==> src/rtl/acc_control_unit_pkg.sv <==
// Shared types and encodings for the accumulator machine's
// instruction sequencer and its opcode decoder.
package acc_control_unit_pkg;

  typedef enum logic [1:0] {
    FETCH,
    DECODE,
    EXECUTE,
    HALT
  } state_e;

  localparam logic [3:0] OP_NOP = 4'h0;
  localparam logic [3:0] OP_LDI = 4'h1;
  localparam logic [3:0] OP_LDR = 4'h2;
  localparam logic [3:0] OP_STR = 4'h3;
  localparam logic [3:0] OP_ADD = 4'h4;
  localparam logic [3:0] OP_SUB = 4'h5;
  localparam logic [3:0] OP_AND = 4'h6;
  localparam logic [3:0] OP_OR  = 4'h7;
  localparam logic [3:0] OP_XOR = 4'h8;
  localparam logic [3:0] OP_NOT = 4'h9;
  localparam logic [3:0] OP_SHL = 4'hA;
  localparam logic [3:0] OP_SHR = 4'hB;
  localparam logic [3:0] OP_JMP = 4'hC;
  localparam logic [3:0] OP_JZ  = 4'hD;
  localparam logic [3:0] OP_JC  = 4'hE;
  localparam logic [3:0] OP_HLT = 4'hF;

  localparam logic [1:0] SEL_IMM = 2'b00;
  localparam logic [1:0] SEL_REG = 2'b01;
  localparam logic [1:0] SEL_ALU = 2'b10;

  localparam logic [3:0] ALU_ADD = 4'd0;
  localparam logic [3:0] ALU_SUB = 4'd1;
  localparam logic [3:0] ALU_AND = 4'd2;
  localparam logic [3:0] ALU_OR  = 4'd3;
  localparam logic [3:0] ALU_XOR = 4'd4;
  localparam logic [3:0] ALU_NOT = 4'd5;
  localparam logic [3:0] ALU_SHL = 4'd6;
  localparam logic [3:0] ALU_SHR = 4'd7;

  typedef enum logic [1:0] {
    JC_ALWAYS,
    JC_ZERO,
    JC_CARRY
  } jcond_e;

  typedef struct packed {
    logic [1:0] sel;
    logic       load_acc;
    logic       reg_we;
    logic [3:0] alu_op;
    logic       is_jump;
    jcond_e     cond;
    logic       is_halt;
  } dec_t;

endpackage

==> src/rtl/acc_control_unit_decoder.sv <==
// Pure combinational opcode decoder: produces the intents that the
// sequencer later qualifies with state and flags.
module acc_instr_decoder
  import acc_control_unit_pkg::*;
(
  input  logic [3:0] op_i,
  output dec_t       dec_o
);

  always_comb begin
    dec_o      = '0;
    dec_o.cond = JC_ALWAYS;
    unique case (op_i)
      OP_LDI: begin
        dec_o.sel      = SEL_IMM;
        dec_o.load_acc = 1'b1;
      end
      OP_LDR: begin
        dec_o.sel      = SEL_REG;
        dec_o.load_acc = 1'b1;
      end
      OP_STR: dec_o.reg_we = 1'b1;
      OP_ADD, OP_SUB, OP_AND, OP_OR,
      OP_XOR, OP_NOT, OP_SHL, OP_SHR: begin
        dec_o.sel      = SEL_ALU;
        dec_o.load_acc = 1'b1;
        dec_o.alu_op   = op_i - OP_ADD;
      end
      OP_JMP: dec_o.is_jump = 1'b1;
      OP_JZ: begin
        dec_o.is_jump = 1'b1;
        dec_o.cond    = JC_ZERO;
      end
      OP_JC: begin
        dec_o.is_jump = 1'b1;
        dec_o.cond    = JC_CARRY;
      end
      OP_HLT: dec_o.is_halt = 1'b1;
      default: ;
    endcase
  end

endmodule

==> src/rtl/acc_control_unit.sv <==
// Three-cycle fetch/decode/execute sequencer driving the accumulator,
// ALU, register file and PC strobes; HALT holds until reset.
module acc_control_unit
  import acc_control_unit_pkg::*;
#(
  parameter int PC_W = 8,
  parameter int OP_W = 4
) (
  input  logic            clk,
  input  logic            rst,
  input  logic [7:0]      instr,
  input  logic            zero_flag,
  input  logic            carry_flag,
  output logic            ir_load,
  output logic            pc_inc,
  output logic            pc_load,
  output logic [PC_W-1:0] jump_addr,
  output logic [3:0]      Imm,
  output logic [3:0]      reg_addr,
  output logic            reg_we,
  output logic [1:0]      SelAcc,
  output logic            LoadAcc,
  output logic [3:0]      alu_op,
  output logic            halted
);

  state_e          state_q, state_d;
  logic [7:0]      ir_q;
  logic [OP_W-1:0] opcode;
  dec_t            dec;
  logic            take;

  assign opcode = ir_q[7 -: OP_W];

  acc_instr_decoder u_dec (
    .op_i  (opcode),
    .dec_o (dec)
  );

  always_ff @(posedge clk) begin
    if (rst) begin
      state_q <= FETCH;
      ir_q    <= 8'h00;
    end else begin
      state_q <= state_d;
      if (state_q == FETCH) ir_q <= instr;
    end
  end

  always_comb begin
    take = 1'b0;
    unique case (dec.cond)
      JC_ALWAYS: take = dec.is_jump;
      JC_ZERO:   take = dec.is_jump & zero_flag;
      JC_CARRY:  take = dec.is_jump & carry_flag;
      default:   take = 1'b0;
    endcase
  end

  always_comb begin
    state_d   = state_q;
    ir_load   = 1'b0;
    pc_inc    = 1'b0;
    pc_load   = 1'b0;
    reg_we    = 1'b0;
    LoadAcc   = 1'b0;
    SelAcc    = SEL_IMM;
    alu_op    = ALU_ADD;
    halted    = 1'b0;
    Imm       = ir_q[3:0];
    reg_addr  = ir_q[3:0];
    jump_addr = {{(PC_W-4){1'b0}}, ir_q[3:0]};
    unique case (state_q)
      FETCH: begin
        ir_load = 1'b1;
        state_d = DECODE;
      end
      DECODE: begin
        SelAcc  = dec.sel;
        alu_op  = dec.alu_op;
        state_d = EXECUTE;
      end
      EXECUTE: begin
        SelAcc  = dec.sel;
        alu_op  = dec.alu_op;
        LoadAcc = dec.load_acc;
        reg_we  = dec.reg_we;
        if (dec.is_halt) begin
          state_d = HALT;
        end else begin
          pc_load = take;
          pc_inc  = ~take;
          state_d = FETCH;
        end
      end
      HALT: halted = 1'b1;
      default: state_d = FETCH;
    endcase
    // Reset silences every output, including the IR-derived fields.
    if (rst) begin
      ir_load   = 1'b0;
      pc_inc    = 1'b0;
      pc_load   = 1'b0;
      reg_we    = 1'b0;
      LoadAcc   = 1'b0;
      SelAcc    = SEL_IMM;
      alu_op    = ALU_ADD;
      halted    = 1'b0;
      Imm       = 4'h0;
      reg_addr  = 4'h0;
      jump_addr = '0;
    end
  end

endmodule

==> config.mk <==
export PLATFORM = sky130hd
export DESIGN_NAME = acc_control_unit
export DESIGN_NICKNAME = d
export VERILOG_FILES = /design/src/rtl/acc_control_unit_pkg.sv /design/src/rtl/acc_control_unit_decoder.sv /design/src/rtl/acc_control_unit.sv
export SDC_FILE = /design/constraint.sdc
export NUM_CORES = 1
export LEC_CHECK = 0
export ABC_CLOCK_PERIOD_IN_PS = 2300
export BUFFER_PORTS_ARGS = -buffer_cell sky130_fd_sc_hd__buf_4
export CORE_MARGIN = 3
export CORE_UTILIZATION = 45
export CTS_BUF_LIST = sky130_fd_sc_hd__clkbuf_4 sky130_fd_sc_hd__clkbuf_8 sky130_fd_sc_hd__clkbuf_16
export CTS_CLUSTER_DIAMETER = 100
export DETAILED_ROUTE_END_ITERATION = 8
export PLACE_DENSITY = 0.78
export SETUP_SLACK_MARGIN = 0.5
export SLEW_MARGIN = 10
export SYNTH_ARGS = -nofsm -noshare
export SYNTH_HDL_FRONTEND = slang
export SYNTH_SLANG_ARGS = --single-unit
==> constraint.sdc <==
create_clock -name clk -period 2.3 [get_ports clk]
set_input_delay 0.46 -clock clk [delete_from_list [all_inputs] [get_ports clk]]
set_output_delay 0.46 -clock clk [all_outputs]
set_load 0.02 [all_outputs]
==> results.toml <==
[synthesis]
ys.flop_type = "dfxtp_1"
avgSynthCellArea_sq_um = 8.266
synth_xor_area_share_pct = 0
async_flop_share_pct = 0
synth_seq_cells = 10
synthCells = 99
yosys-mux-area-fraction_pct = 11.01
synth_top_family_by_area = "simple AND/OR/NAND/NOR gates"
synth_compound_area_share_pct = 7.798
ys.warnings.count = 0
synth_area_sq_um = 818.3
synth_cell_type_count = 25
ys_seq_area_share_pct = 24.46
synth_edf_count = 0
synth-simple-area-share_pct = 22.32
synth_adder_area_share_pct = 16.82

[place]
port_buffers = 35
gp_congestion = 0.8440
dp_hpwl_um = 1390
placed_cell_area_sq_mm = 0.001069

[power_and_ir_drop]
p_int_mw = 0.4444
leakage_nw = 0.7048
swShare_pct = 35.56
clkPwrFrac_pct = 23.9
power.switching_mw = 0.2452
finalPower_mw = 0.6896
power-per-cell-area_mw_per_mm2 = 490.8
pwr-share-comb_pct = 45.3
p_seq_share_pct = 30.8
irDropWorstVdd_uv = 643.6

[sta]
whs_ns = 0.4317
clock_skew_ns = 0.005648
finalHoldViolations = 0
setup_viol = 0
fin_setup_tns_ns = 0
slew_violations = 0
fmax_mhz = 438.2
fin_crit_ns = 2.282
final.period_utilization_pct = 99.21
rsz0062_at_grt = "true"

[setup_path]
cp_slowest_cell = "dfxtp_4"
endpoint_kind = "primary output"
cp.arrival_ns = 1.82
cp-start-kind = "register"
critical_path_class = "register to primary output"
critPathMaxFanout = 4
cp_data_required_time_ns = 1.84
crit_chain = "and2b_2 -> nand2_4 -> inv_4 -> ha_4 -> mux2i_4 -> o211ai_1 -> a21oi_2 -> buf_4"
cpPeakStageDelay_ns = 0.36

[finish]
area_delta_synth_final_pct = 71.71
drive_above_1_share_pct = 63.38
antenna_cells = 0
layout_common_cells = "39 x buf_4, 11 x nor2_1, 11 x buf_6, 8 x mux2i_1, 7 x ha_4"
final_net_count = 166
final_area_sq_mm = 0.001405
layout_commonest_cell = "buf_4"

[route]
drt_iter0_drc = 21
num_vias = 810
drt_first_pass_iters = 4
wl_um = 2702
wire_per_inst_um = 16.28
route.detailed.drc = 0
vias_per_cell = 4.880
ant_nets = 0

[global_route]
antenna_found_initial = 0
grt_pass1_vias = 884
grt-ovfl-total = 0
grt_pass1_wl_um = 4264
grt_usage_pct = 22.79
grt_start_max_net_pins = 19

[clock_network]
cts_buffer_depth = 2
clock_latency_ns = 0.27
cts_made_buffers = 3
clock-sinks = 10
cts-root-buf = "clkbuf_4"
cts_tree = "done"
holdBufCountCts = 0
clkTransAtPathRegs_ns = 0.08
htree_levels = 1

[floorplanning]
die_y_um = 48.64
die_area_sq_mm = 0.002366
floorplan.initialDensity_pct = 50.78
die_w_um = 48.64
core_area_sq_mm = 0.001612
rows = 14
pin_count = 40

[outcome]
status = "finished, final reports clean"

[min_path]
hp-class = "primary input to register"

[run]
cap_violations = 0
==> flip-flops by register name, summed over array words and instances, names as in the netlist <==
signal	cells
state_q	2
ir_q	8
==> repair_timing <==
action | 4_1_cts | 5_1_grt
pin swaps | 8 | 5
gates resized for setup | 46 | 3
buffers inserted | 15 | 0
gates cloned | 0 | 0
endpoints found under the setup margin | 11 | 10
==> kinds of logic after synthesis <==
group           Yosys count
simple gates             35
flops                    10
mux                       9
fa+ha+maj                11
buf+inv                  23
compound gates           10
other cells               1
==> final cells by class <==
cell class,count,area [sq um]
Timing Repair Buffer,50,416.7
Multi-Input combinational cell,69,665.6
Inverter,9,41.29
Tap cell,24,30.03
Fill cell,88,206.4
Clock buffer,4,36.28
Sequential cell,10,215.2
==> layer usage <==
layer | global-route usage [%] | wire length (um) | share of wire (%)
met1 | 25.33 | 1057 | 39
met2 | 43.67 | 1492 | 55
met3 | 5.828 | 111 | 4.1
met4 | 3.318 | 41 | 1.5
met5 | 0 | 0 | 0
==> power by group through the flow <==
| stage | Sequential [mW] | Clock, mW | Combinational [mW] |
|---|---|---|---|
| floorplan | 0.213 | 0 | 0.150 |
| global placement | 0.218 | 0 | 0.191 |
| detailed placement | 0.218 | 0 | 0.196 |
| CTS | 0.210 | 0.167 | 0.289 |
| global route | 0.214 | 0.170 | 0.332 |
| finish | 0.212 | 0.165 | 0.313 |
==> final timing paths <==
check | cells after the start | slack, ns | end | start
setup / recovery | 8 | 0.02 | pc_inc | ir_q[4]
hold / removal | 3 | 0.43 | ir_q[2] | instr[2]
setup reg to reg | 5 | 0.91 | state_q[1] | ir_q[7]
hold reg to reg | 2 | 0.51 | ir_q[2] | ir_q[2]
==> cell usage after synthesis (2+ instances only) <==
cell type / instances / area [sq um]
o21ai_0: 3 / 15.01
nand2_1: 4 / 15.01
inv_1: 9 / 33.78
nor2_1: 13 / 48.80
nor2b_1: 6 / 37.54
a21oi_1: 3 / 15.01
nand2b_1: 3 / 18.77
and3_1: 2 / 12.51
buf_4: 12 / 90.09
mux2i_1: 9 / 90.09
ha_1: 11 / 137.6
and2b_2: 2 / 17.52
dfxtp_1: 10 / 200.2
==> metrics by stage <==
stage | cells | setup WS (ns) | util (%)
after detailed placement | 147 | 0.3147 | 66.30
after CTS | 166 | 0.07165 | 86.02
after floorplan | 102 | 0.4544 | -
final | 166 | 0.01817 | 87.19
after global routing | 166 | -0.03868 | 87.19
after global placement | 147 | 0.3287 | 66.30
==> critical path, delay by kind of cell (launching register included) <==
kind	cells	cell delay, ns
AO/OA/AOI/OAI	2	0.30
flip-flops	1	0.36
buffers and inverters	2	0.20
adder cells (fa/ha/maj)	1	0.16
multiplexers	1	0.18
AND/OR/NAND/NOR	2	0.34
Power figures use the tool's default switching activity.
